## src/rtl/generateproof_deadlock_pkg.sv

```systemverilog
// Shared types and helpers for the GenerateProof deadlock aggregator.
// Holds the FSM state encoding, the window counter width and the lowest-set-bit search.
package generateproof_deadlock_pkg;

  typedef enum logic [1:0] {
    IDLE     = 2'd0,
    SUSPECT  = 2'd1,
    DEADLOCK = 2'd2
  } dl_state_t;

  localparam int CNT_W = 16;

  // Index of the lowest set bit of v; 0 when v is all zeros.
  function automatic int unsigned lowest_set_idx(input logic [31:0] v);
    int unsigned r;
    r = 0;
    for (int i = 31; i >= 0; i--) begin
      if (v[i]) r = unsigned'(i);
    end
    return r;
  endfunction

endpackage

```

## src/rtl/generateproof_deadlock_prienc.sv

```systemverilog
// Lowest-set-bit priority encoder for the deadlock snapshot.
// Purely combinational; valid flags a non-zero input vector.
module generateproof_deadlock_prienc
  import generateproof_deadlock_pkg::*;
#(
  parameter int NUM_MON = 4,
  parameter int IDX_W   = (NUM_MON > 1) ? $clog2(NUM_MON) : 1
) (
  input  logic [NUM_MON-1:0] vec,
  output logic [IDX_W-1:0]   idx,
  output logic               valid
);

  logic [31:0] vec_ext;

  always_comb begin
    vec_ext                = '0;
    vec_ext[NUM_MON-1:0]   = vec;
    idx                    = IDX_W'(lowest_set_idx(vec_ext));
    valid                  = |vec;
  end

endmodule

```

## src/rtl/generateproof_hls_deadlock_aggregator.sv

```systemverilog
// Persistence filter for monitor block flags: a non-zero pattern that holds for
// THRESH consecutive samples latches a sticky deadlock report until cleared.
module generateproof_hls_deadlock_aggregator
  import generateproof_deadlock_pkg::*;
#(
  parameter int NUM_MON = 4,
  parameter int THRESH  = 1024,
  parameter int IDX_W   = (NUM_MON > 1) ? $clog2(NUM_MON) : 1
) (
  input  logic               clock,
  input  logic               reset_n,
  input  logic [NUM_MON-1:0] mon_block,
  input  logic               clear,
  output logic               deadlock_flag,
  output logic               deadlock_report,
  output logic [IDX_W-1:0]   deadlock_idx,
  output logic [NUM_MON-1:0] deadlock_vec,
  output logic [7:0]         deadlock_count
);

  localparam logic [CNT_W-1:0] THRESH_M1 = CNT_W'(THRESH - 1);
  localparam logic [CNT_W-1:0] THRESH_C  = CNT_W'(THRESH);

  dl_state_t          state_reg, state_next;
  logic [NUM_MON-1:0] mon_q_reg;
  logic [NUM_MON-1:0] snap_reg, snap_next;
  logic [CNT_W-1:0]   cnt_reg, cnt_next;
  logic               enter_dl;

  logic               flag_reg;
  logic               report_reg;
  logic [IDX_W-1:0]   idx_reg;
  logic [NUM_MON-1:0] vec_reg;
  logic [7:0]         count_reg;

  logic [IDX_W-1:0]   prienc_idx;
  logic               prienc_valid;

  generateproof_deadlock_prienc #(
    .NUM_MON (NUM_MON),
    .IDX_W   (IDX_W)
  ) u_prienc (
    .vec   (snap_reg),
    .idx   (prienc_idx),
    .valid (prienc_valid)
  );

  always_ff @(posedge clock or negedge reset_n) begin
    if (!reset_n) begin
      state_reg <= IDLE;
      mon_q_reg <= '0;
      snap_reg  <= '0;
      cnt_reg   <= '0;
    end else begin
      state_reg <= state_next;
      mon_q_reg <= mon_block;
      snap_reg  <= snap_next;
      cnt_reg   <= cnt_next;
    end
  end

  always_comb begin
    state_next = state_reg;
    snap_next  = snap_reg;
    cnt_next   = cnt_reg;
    enter_dl   = 1'b0;
    if (clear) begin
      state_next = IDLE;
      snap_next  = '0;
      cnt_next   = '0;
    end else begin
      unique case (state_reg)
        IDLE: begin
          if (mon_q_reg != '0) begin
            state_next = SUSPECT;
            snap_next  = mon_q_reg;
            cnt_next   = CNT_W'(1);
          end else begin
            cnt_next = '0;
          end
        end
        SUSPECT: begin
          // A zero or a different pattern restarts the persistence window.
          if (mon_q_reg == '0) begin
            state_next = IDLE;
            cnt_next   = '0;
          end else if (mon_q_reg != snap_reg) begin
            snap_next = mon_q_reg;
            cnt_next  = CNT_W'(1);
          end else if (cnt_reg == THRESH_M1) begin
            state_next = DEADLOCK;
            cnt_next   = THRESH_C;
            enter_dl   = 1'b1;
          end else begin
            cnt_next = cnt_reg + CNT_W'(1);
          end
        end
        DEADLOCK: state_next = DEADLOCK;
        default: begin
          state_next = IDLE;
          snap_next  = '0;
          cnt_next   = '0;
        end
      endcase
    end
  end

  always_ff @(posedge clock or negedge reset_n) begin
    if (!reset_n) begin
      flag_reg   <= 1'b0;
      report_reg <= 1'b0;
      idx_reg    <= '0;
      vec_reg    <= '0;
      count_reg  <= '0;
    end else if (clear) begin
      // The detection counter survives clear; only reset zeroes it.
      flag_reg   <= 1'b0;
      report_reg <= 1'b0;
      idx_reg    <= '0;
      vec_reg    <= '0;
    end else if (enter_dl) begin
      flag_reg   <= 1'b1;
      report_reg <= 1'b1;
      idx_reg    <= prienc_idx;
      vec_reg    <= snap_reg;
      if (count_reg != 8'hFF) count_reg <= count_reg + 8'd1;
    end else begin
      report_reg <= 1'b0;
    end
  end

  assign deadlock_flag   = flag_reg;
  assign deadlock_report = report_reg;
  assign deadlock_idx    = idx_reg;
  assign deadlock_vec    = vec_reg;
  assign deadlock_count  = count_reg;

  // Outside IDLE the snapshot always holds a non-zero pattern.
  assert property (@(posedge clock) disable iff (!reset_n)
                   (state_reg != IDLE) |-> prienc_valid);

endmodule

```

## config.mk

```make
export PLATFORM = sky130hd
export DESIGN_NAME = generateproof_hls_deadlock_aggregator
export DESIGN_NICKNAME = d
export VERILOG_FILES = /design/src/rtl/generateproof_deadlock_pkg.sv /design/src/rtl/generateproof_deadlock_prienc.sv /design/src/rtl/generateproof_hls_deadlock_aggregator.sv
export SDC_FILE = /design/constraint.sdc
export NUM_CORES = 1
export LEC_CHECK = 0
export ABC_AREA = 0
export CAP_MARGIN = 20
export CORE_AREA = 2 2 68 70
export CTS_BUF_LIST = sky130_fd_sc_hd__clkbuf_2
export DETAILED_ROUTE_END_ITERATION = 10
export DIE_AREA = 0 0 70 72
export GPL_ROUTABILITY_DRIVEN = 0
export GPL_TIMING_DRIVEN = 0
export PLACE_DENSITY_LB_ADDON = 0.12
export REMOVE_ABC_BUFFERS = 1
export SKIP_CTS_REPAIR_TIMING = 1
export SYNTH_ARGS = -nofsm -noshare
export SYNTH_HDL_FRONTEND = slang
export SYNTH_HIERARCHICAL = 1
export SYNTH_SLANG_ARGS = --single-unit
```

## constraint.sdc

```tcl
create_clock -name clock -period 6.14 [get_ports clock]
set_input_delay 0.921 -clock clock [delete_from_list [all_inputs] [get_ports clock]]
set_output_delay 0.921 -clock clock [all_outputs]
set_load 0.05 [all_outputs]
```

# Word level (Yosys, flattened, before mapping)
# Cells that the tools add are included.
totals:
  latch_bits: 0
  mem_bits_rw: 0
  in_bits: 7
  output_inout_bits: 16
  regBits: 42
  memories: 0
  rom_bits: 0
  word_cells: 64
classes:
  mul: 0
  n_eq_ne: 11
  n_mux: 34
  magnitude_cmp: 0
  n_shift: 0
  n_addsub: 2
  reduce_logical: 7
  bitwise: 1
  div_mod_pow: 0
ops:
  columns: ["op", "count"]
  rows:
  - ["16-bit two-way mux", 4]
  - ["16-bit case mux with 3 select lines", 1]
  - ["4-bit two-way mux", 6]
  - ["2-bit two-way mux", 11]
  - ["16-bit by 1-bit adder with 16-bit output (second input constant)", 1]
  - ["16-bit by 10-bit equality test with 1-bit output (second input constant)", 1]
  - ["4-bit case mux with 3 select lines", 1]
  - ["1-bit two-way mux", 10]
  - ["3-bit != test (second input constant)", 3]
  - ["8-bit by 1-bit adder with 8-bit output (second input constant)", 1]
  - ["4-bit != test (second input constant)", 2]
  - ["8-bit != test (second input constant)", 1]
  - ["2-bit case mux with 3 select lines", 1]
  - ["3-bit AND reduction", 2]
  - ["4-bit zero test", 1]
  - ["4-bit != test", 1]
  - ["4-bit AND reduction", 1]
  - ["4-bit nonzero test", 1]
  - ["2-bit by 1-bit equality test with 1-bit output (second input constant)", 1]
  - ["2-bit equality test (second input constant)", 1]
  - ["2-bit zero test", 1]
  - ["2-bit != test (second input constant)", 1]
  - ["2-bit nonzero test", 1]
  - ["1-bit inverter", 1]

# Longest topological paths before layout
# Gate-level depths: netlist of the first run.
logic_depth:
  word_depth: 8
  mapped_depth: 8

# Hierarchy
# Netlist of the first run, hierarchy kept.
by_module_without_submodules:
  columns: ["module", "seq_area_each_um2", "area_each_um2", "cells_per_inst", "n_inst"]
  rows:
  - ["generateproof_hls_deadlock_aggregator", 1051.0, 2028.2, 199, 1]
  - ["generateproof_deadlock_prienc", 0.0, 35.0, 7, 1]

# Worst setup path before layout of the first run
# Ideal clock, no wire load.
synth_path:
  path_type: "register to register"
  start: "reg cnt_reg[12]"
  end: "reg count_reg[1], in the netlist deadlock_count[1]"
  setup_time_ns: 0.125
  slack_ns: 3.841
  path_stages_with_launch: 6
  n_path_buf: 0
  synth_period_minus_slack_ns: 2.299
  t_arrival_ns: 2.174
  path_cell_list: "dfrtp_1 > or4_4 > or3_4 > nor4_4 > nand3b_2 > mux2_4"
synth_via:
  elab_chain_cells: 7
synth_rtl:
  columns: ["element", "line_no", "source"]
  rows:
  - ["start, declared", "generateproof_hls_deadlock_aggregator.sv:27", "logic [CNT_W-1:0] cnt_reg, cnt_next;"]
  - ["start signal, assigned", "generateproof_hls_deadlock_aggregator.sv:58", "cnt_reg <= cnt_next;"]
  - ["16-bit by 10-bit equality test with 1-bit output", "generateproof_hls_deadlock_aggregator.sv:90", "end else if (cnt_reg == THRESH_M1) begin"]
  - ["1-bit two-way mux", "generateproof_hls_deadlock_aggregator.sv:90", null]
  - ["1-bit two-way mux", "generateproof_hls_deadlock_aggregator.sv:87", "end else if (mon_q_reg != snap_reg) begin"]
  - ["1-bit two-way mux", "generateproof_hls_deadlock_aggregator.sv:84", "if (mon_q_reg == '0) begin"]
  - ["1-bit two-way mux", "generateproof_hls_deadlock_aggregator.sv:72", "unique case (state_reg)"]
  - ["1-bit two-way mux", "generateproof_hls_deadlock_aggregator.sv:67", "if (clear) begin"]
  - ["3-bit AND reduction (no source line)", null, null]
  - ["end signal, assigned", "generateproof_hls_deadlock_aggregator.sv:126", "if (count_reg != 8'hFF) count_reg <= count_reg + 8'd1;"]
  - ["end, declared", "generateproof_hls_deadlock_aggregator.sv:34", "logic [7:0] count_reg;"]
# Every way passes these cells.
# A chain may end at the register's enable or synchronous reset.

# Worst setup path after layout of the first run
layout_path:
  start: "in clear"
  end: "reg cnt_reg[9]"
layout_via:
  elab_chain_cells: 1
layout_rtl:
  columns: ["element", "line_no", "source"]
  rows:
  - ["start, declared", "generateproof_hls_deadlock_aggregator.sv:13", "input logic clear,"]
  - ["2-bit != test (no source line) or 16-bit two-way mux (tied branches)", null, null]
# Several ways; a longest one is shown, not always the timed one.

==> results of run 1 <==
how the worst min path moves through the flow:
| stage | from | end | slack [ns] |
|---|---|---|---|
| finish | reset_n | cnt_reg[6]$_DFFE_PN0P_ | 0.43 |
| global route | reset_n | deadlock_vec[2]$_DFFE_PN0P_ | 0.42 |
| CTS | reset_n | cnt_reg[7]$_DFFE_PN0P_ | 0.43 |
| detailed placement | deadlock_idx[1]$_DFFE_PN0P_ | deadlock_idx[1]$_DFFE_PN0P_ | 0.51 |
| global placement | deadlock_flag$_DFFE_PN0P_ | deadlock_flag$_DFFE_PN0P_ | 0.50 |
| floorplan | cnt_reg[10]$_DFFE_PN0P_ | cnt_reg[10]$_DFFE_PN0P_ | 0.51 |
cells in the final DEF (no fill, tap or decap), types with 5 or more instances in the layout:
cell / instances
clkdlybuf4s50_1: 21
clkbuf_2: 7
nor3_1: 8
nand2_1: 18
nand4_1: 6
xnor2_1: 9
o21ai_0: 5
dfrtp_1: 42
nor2_1: 17
and3_1: 7
a22o_1: 7
a21oi_1: 10
xor2_1: 7
nand3_1: 19
power by group:
part | total (mW) | internal (mW) | switching [mW]
Combinational | 0.0270 | 0.0113 | 0.0157
Clock | 0.158 | 0.0726 | 0.0855
Sequential | 0.286 | 0.281 | 0.00540
metal layers:
metal	GRT usage [%]	vias up	wire (µm)	share of wire (%)
li1	-	795	-	-
met1	24.3	809	1980	46
met2	29.9	44	2030	48
met3	4.72	7	200	4.7
met4	6.20	0	58	1.4
met5	0	-	0	0
cell type report:
cell class	instances	share of cell area, %
clock buffers	7	1.46
clock inverters	1	1.25
inverters	4	0.624
multi-input cells	153	40.3
flip-flops and latches	42	43.7
well taps	52	2.70
repair buffers	24	9.98
worst reg2reg max path, delay by kind of cell (launching register included):
kind | cells | cell delay [ns]
fa+ha+maj | 1 | 0.25
flops | 1 | 0.48
mux | 1 | 0.34
simple gates | 4 | 1.44
metrics by stage:
stage | area (µm²) | setup slack (ns)
after global placement | 2320 | 2.58
after floorplan | 2040 | 3.71
after detailed placement | 2340 | 2.51
final | 2410 | 3.31
after CTS | 2400 | 2.92
after global routing | 2410 | 3.14
==> run_results.csv, run 1 <==
group,metric,value,unit
run_status,status,"finished clean",
cts,tritoncts,"yes",
detailed_routing,ant_nets,0,
flow_run,drv_cap,0,
cells_and_area,fillerInstances,380,
detailed_routing,drt_iter0_markers,164,
cells_and_area,largest_reg_flops,16,
worst_setup_path,worstPathRequired,6.42,ns
min_path,hold_class,"input port to asynchronous set/reset pin",
worst_setup_path,timing.rr.end,"deadlock_count[1]$_DFFE_PN0P_",
sta,finalHoldViolCount,0,
grt,grt_max_degree,43,
grt,grt.total_usage,18.4,%
cts,clock_latency,0.41,ns
cts,root_buffer,"clkbuf_2",
sta,fin_tns_setup,0,ns
die,row_count,24,
die,die_w,70,µm
sta,finalSetupViolations,0,
sta,min_period,2.83,ns
cells_and_area,final_util,56.5,%
worst_setup_path,cp_max_fo,13,
detailed_routing,wirelength,4270,µm
worst_setup_path,reg2regPathDepth,6,
cells_and_area,antennaDiodeCount,0,
die,start_util,48.2,%
grt,grt_pass1_vias,1547,
placement,dp.cells,274,
sta,post-route-period-util,46.1,%
cells_and_area,layout.nets,239,
sta,slew-limit-headroom,43.6,%
power_and_ir_drop,power.density,196,nW/µm²
placement,dp_hpwl,3050,µm
power_and_ir_drop,peakVddDrop,0.102,mV
synth,ys_warn_count,6,
cts,clkTransAtPathRegs,0.21,ns
cells_and_area,stdcell_count,283,
worst_setup_path,arrival,3.11,ns
die,core,4260,µm²
sta,tightest_slew,0.839,ns
grt,overflow,0,
die,pin_count,23,
sta,rsz0062_at_grt,"no",
sta,drv_slew,0,
synth,synth_cells,204,
worst_setup_path,reg2reg_from,"cnt_reg[0]$_DFFE_PN0P_",
die,die_y,72,µm
worst_setup_path,crit_buf_inv,2,
worst_setup_path,criticalPathCategory,"input port to flop",
detailed_routing,routed_via_density,5.85,
sta,holdWs,0.430,ns
power_and_ir_drop,p_total,471,µW
die,die_area,5040,µm²
worst_setup_path,cpLargestDelayFamily,"simple AND/OR/NAND/NOR gates",
power_and_ir_drop,power.leakage,0.993,nW
worst_setup_path,crit_path_start,"clear",
cells_and_area,final-seq-area,1050,µm²
worst_setup_path,critical_path.endpoint,"cnt_reg[9]$_DFFE_PN0P_",
grt,antenna_found_initial,0,
worst_setup_path,cpPeakStageDelay,0.76,ns
grt,grt_pass1_wl,7280,µm
cells_and_area,drive_gt1_share,9.09,%
cells_and_area,syn2layout_area_growth,17.1,%
worst_setup_path,slowest_stage,"clkdlybuf4s50_1",
detailed_routing,firstDrtPassIters,4,
worst_setup_path,path_cells,"clkdlybuf4s50_1, nor3b_1, buf_2, nor3_1, and3_1, xnor2_1, nor2_1",
placement,port_buffers,22,
detailed_routing,drc,0,
worst_setup_path,critPathCaptureType,"flop",
cts,cts_buffers,5,
cells_and_area,multi_input_area,971,µm²
cts,clock_sinks,42,
cts,clk_path_buf_depth,2,
worst_setup_path,worst-path-stages,7,
synth,syn_area_per_cell,10.1,µm²
worst_setup_path,startpoint_type,"input port",
sta,fin_skew,0.0327,ns
cts,h-tree-depth,2,
synth,netlist_area,2060,µm²
detailed_routing,vias,1655,
worst_setup_path,rrSetupSlack,3.54,ns
sta,fmax,0.353,GHz
detailed_routing,wl_per_cell,15.1,µm
No activity file was read; power rests on OpenSTA's default activity.
==> run 2: changes to the inputs <==
==> constraint.sdc (replaced) <==
create_clock -name clock -period 2.8 [get_ports clock]
set_input_delay 0.42 -clock clock [delete_from_list [all_inputs] [get_ports clock]]
set_output_delay 0.42 -clock clock [all_outputs]
set_load 0.05 [all_outputs]
==> run 2 against run 1 <==
Effect of this change: sequential share of layout area shrank 0.18 points; global-route usage is the same; design area grew 0.42%; critical path type is now flop to flop; count of clock-buffer cells in the layout did not move; core utilization rose by 0.23 points; clock power rose by 120%; hold slack better by 0.012 ns; via count shrank 1.1%; critical path depth decreased by 1; flip-flop and latch count stayed put; sequential power rose by 120%; clock skew down 0.0027 ns.
==> run_results.csv, run 2 (synthesis gave the netlist of run 1 again) <==
group,metric,value,unit
worst_setup_path,arrival,2.90,ns
die,core,4260,µm²
cts,h-tree-depth,2,
die,die_w,70,µm
placement,dp.cells,274,
sta,drv_slew,0,
placement,dp_hpwl,3050,µm
worst_setup_path,reg2regPathDepth,6,
cts,clock_sinks,42,
sta,post-route-period-util,92.9,%
detailed_routing,drt_iter0_markers,150,
worst_setup_path,worstPathRequired,3.10,ns
sta,fmax,0.385,GHz
sta,tightest_slew,0.840,ns
worst_setup_path,startpoint_type,"flop",
flow_run,drv_cap,0,
cts,cts_buffers,5,
die,row_count,24,
grt,antenna_found_initial,0,
detailed_routing,routed_via_density,5.76,
cells_and_area,syn2layout_area_growth,17.6,%
worst_setup_path,slowest_stage,"nor4_4",
worst_setup_path,critPathCaptureType,"flop",
grt,grt.total_usage,18.4,%
cts,clock_latency,0.41,ns
placement,port_buffers,22,
worst_setup_path,cpPeakStageDelay,0.51,ns
worst_setup_path,cp_max_fo,10,
die,pin_count,23,
cells_and_area,largest_reg_flops,16,
detailed_routing,drc,0,
sta,finalSetupViolations,0,
cells_and_area,layout_common_cells,"dfrtp_1, clkdlybuf4s50_1, nand3_1",
worst_setup_path,criticalPathCategory,"flop to flop",
run_status,status,"finished clean",
cells_and_area,layout.nets,240,
power_and_ir_drop,peakVddDrop,0.224,mV
cells_and_area,final_common_cell,"dfrtp_1",
sta,rsz0062_at_grt,"no",
grt,overflow,0,
cells_and_area,design_area,2420,µm²
detailed_routing,wl_per_cell,15.0,µm
detailed_routing,vias,1636,
power_and_ir_drop,power.density,428,nW/µm²
power_and_ir_drop,power.leakage,0.997,nW
cells_and_area,antennaDiodeCount,0,
grt,grt_pass1_wl,7280,µm
cells_and_area,stdcell_count,284,
cts,clkTransAtPathRegs,0.21,ns
sta,slew-limit-headroom,43.6,%
sta,finalHoldViolCount,0,
grt,grt_max_degree,43,
detailed_routing,firstDrtPassIters,4,
die,die_y,72,µm
cts,root_buffer,"clkbuf_2",
min_path,whs_path_depth,1,
cells_and_area,drive_gt1_share,9.05,%
min_path,hold_class,"input port to flop",
cells_and_area,final_util,56.7,%
sta,fin_skew,0.0301,ns
die,die_area,5040,µm²
die,start_util,48.2,%
worst_setup_path,path_cells,"ha_1, and4_1, nand4_1, nor4_4, nand3b_2, mux2_4",
detailed_routing,ant_nets,0,
grt,grt_pass1_vias,1547,
cts,clk_path_buf_depth,2,
detailed_routing,wirelength,4270,µm
sta,min_period,2.60,ns
cts,tritoncts,"yes",
placement,placed_area,2340,µm²
-- run 2: worst paths after layout --
kind	startpoint	end	slack (ns)
worst min-delay path	mon_block[3]	mon_q_reg[3]$_DFF_PN0_	0.44
max in group asynchronous	reset_n	cnt_reg[8]$_DFFE_PN0P_	2.10
min in group asynchronous	reset_n	cnt_reg[6]$_DFFE_PN0P_	0.48
worst max-delay path	cnt_reg[0]$_DFFE_PN0P_	deadlock_count[1]$_DFFE_PN0P_	0.20
worst min register to register	deadlock_idx[1]$_DFFE_PN0P_	deadlock_idx[1]$_DFFE_PN0P_	0.53
worst max register to register	cnt_reg[0]$_DFFE_PN0P_	deadlock_count[1]$_DFFE_PN0P_	0.20
-- run 2: cell type report --
class	instances	area, µm²
Tap cell	52	65.1
Sequential cell	42	1050
Fill cell	379	1850
Clock buffer	7	35.0
Inverter	4	15.0
Timing Repair Buffer	25	250
Clock inverter	1	30.0
Multi-Input combinational cell	153	971
-- run 2: metrics by stage --
step           total power [mW]  hold slack (ns)  TNS, ns  worst slack (ns)
2_1_floorplan             0.665            0.124        0             0.501
4_1_cts                    1.04          -0.0747        0            0.0858
3_5_place_dp              0.698            0.409    -1.48            -0.330
5_1_grt                    1.08            0.395        0            0.0266
6_report                   1.03            0.442        0             0.199
3_3_place_gp              0.693            0.500   -0.981            -0.264
-- run 2: worst max-delay path: cells and delay by family, from the launching register on --
kind / cells / cell delay, ns
flops: 1 / 0.48
simple gates: 4 / 1.44
mux: 1 / 0.34
fa+ha+maj: 1 / 0.24
-- run 2: per-layer routing --
layer | routed length, µm | up-vias | track usage (%)
met1 | 1990 | 790 | 24.3
li1 | - | 801 | -
met4 | 57 | 0 | 6.20
met5 | 0 | - | 0
met2 | 2030 | 38 | 29.9
met3 | 189 | 7 | 4.72
-- run 2: power breakdown --
part | total, mW | switching (mW) | internal [mW]
clock network | 0.346 | 0.187 | 0.159
registers | 0.628 | 0.0119 | 0.616
logic | 0.0604 | 0.0348 | 0.0257
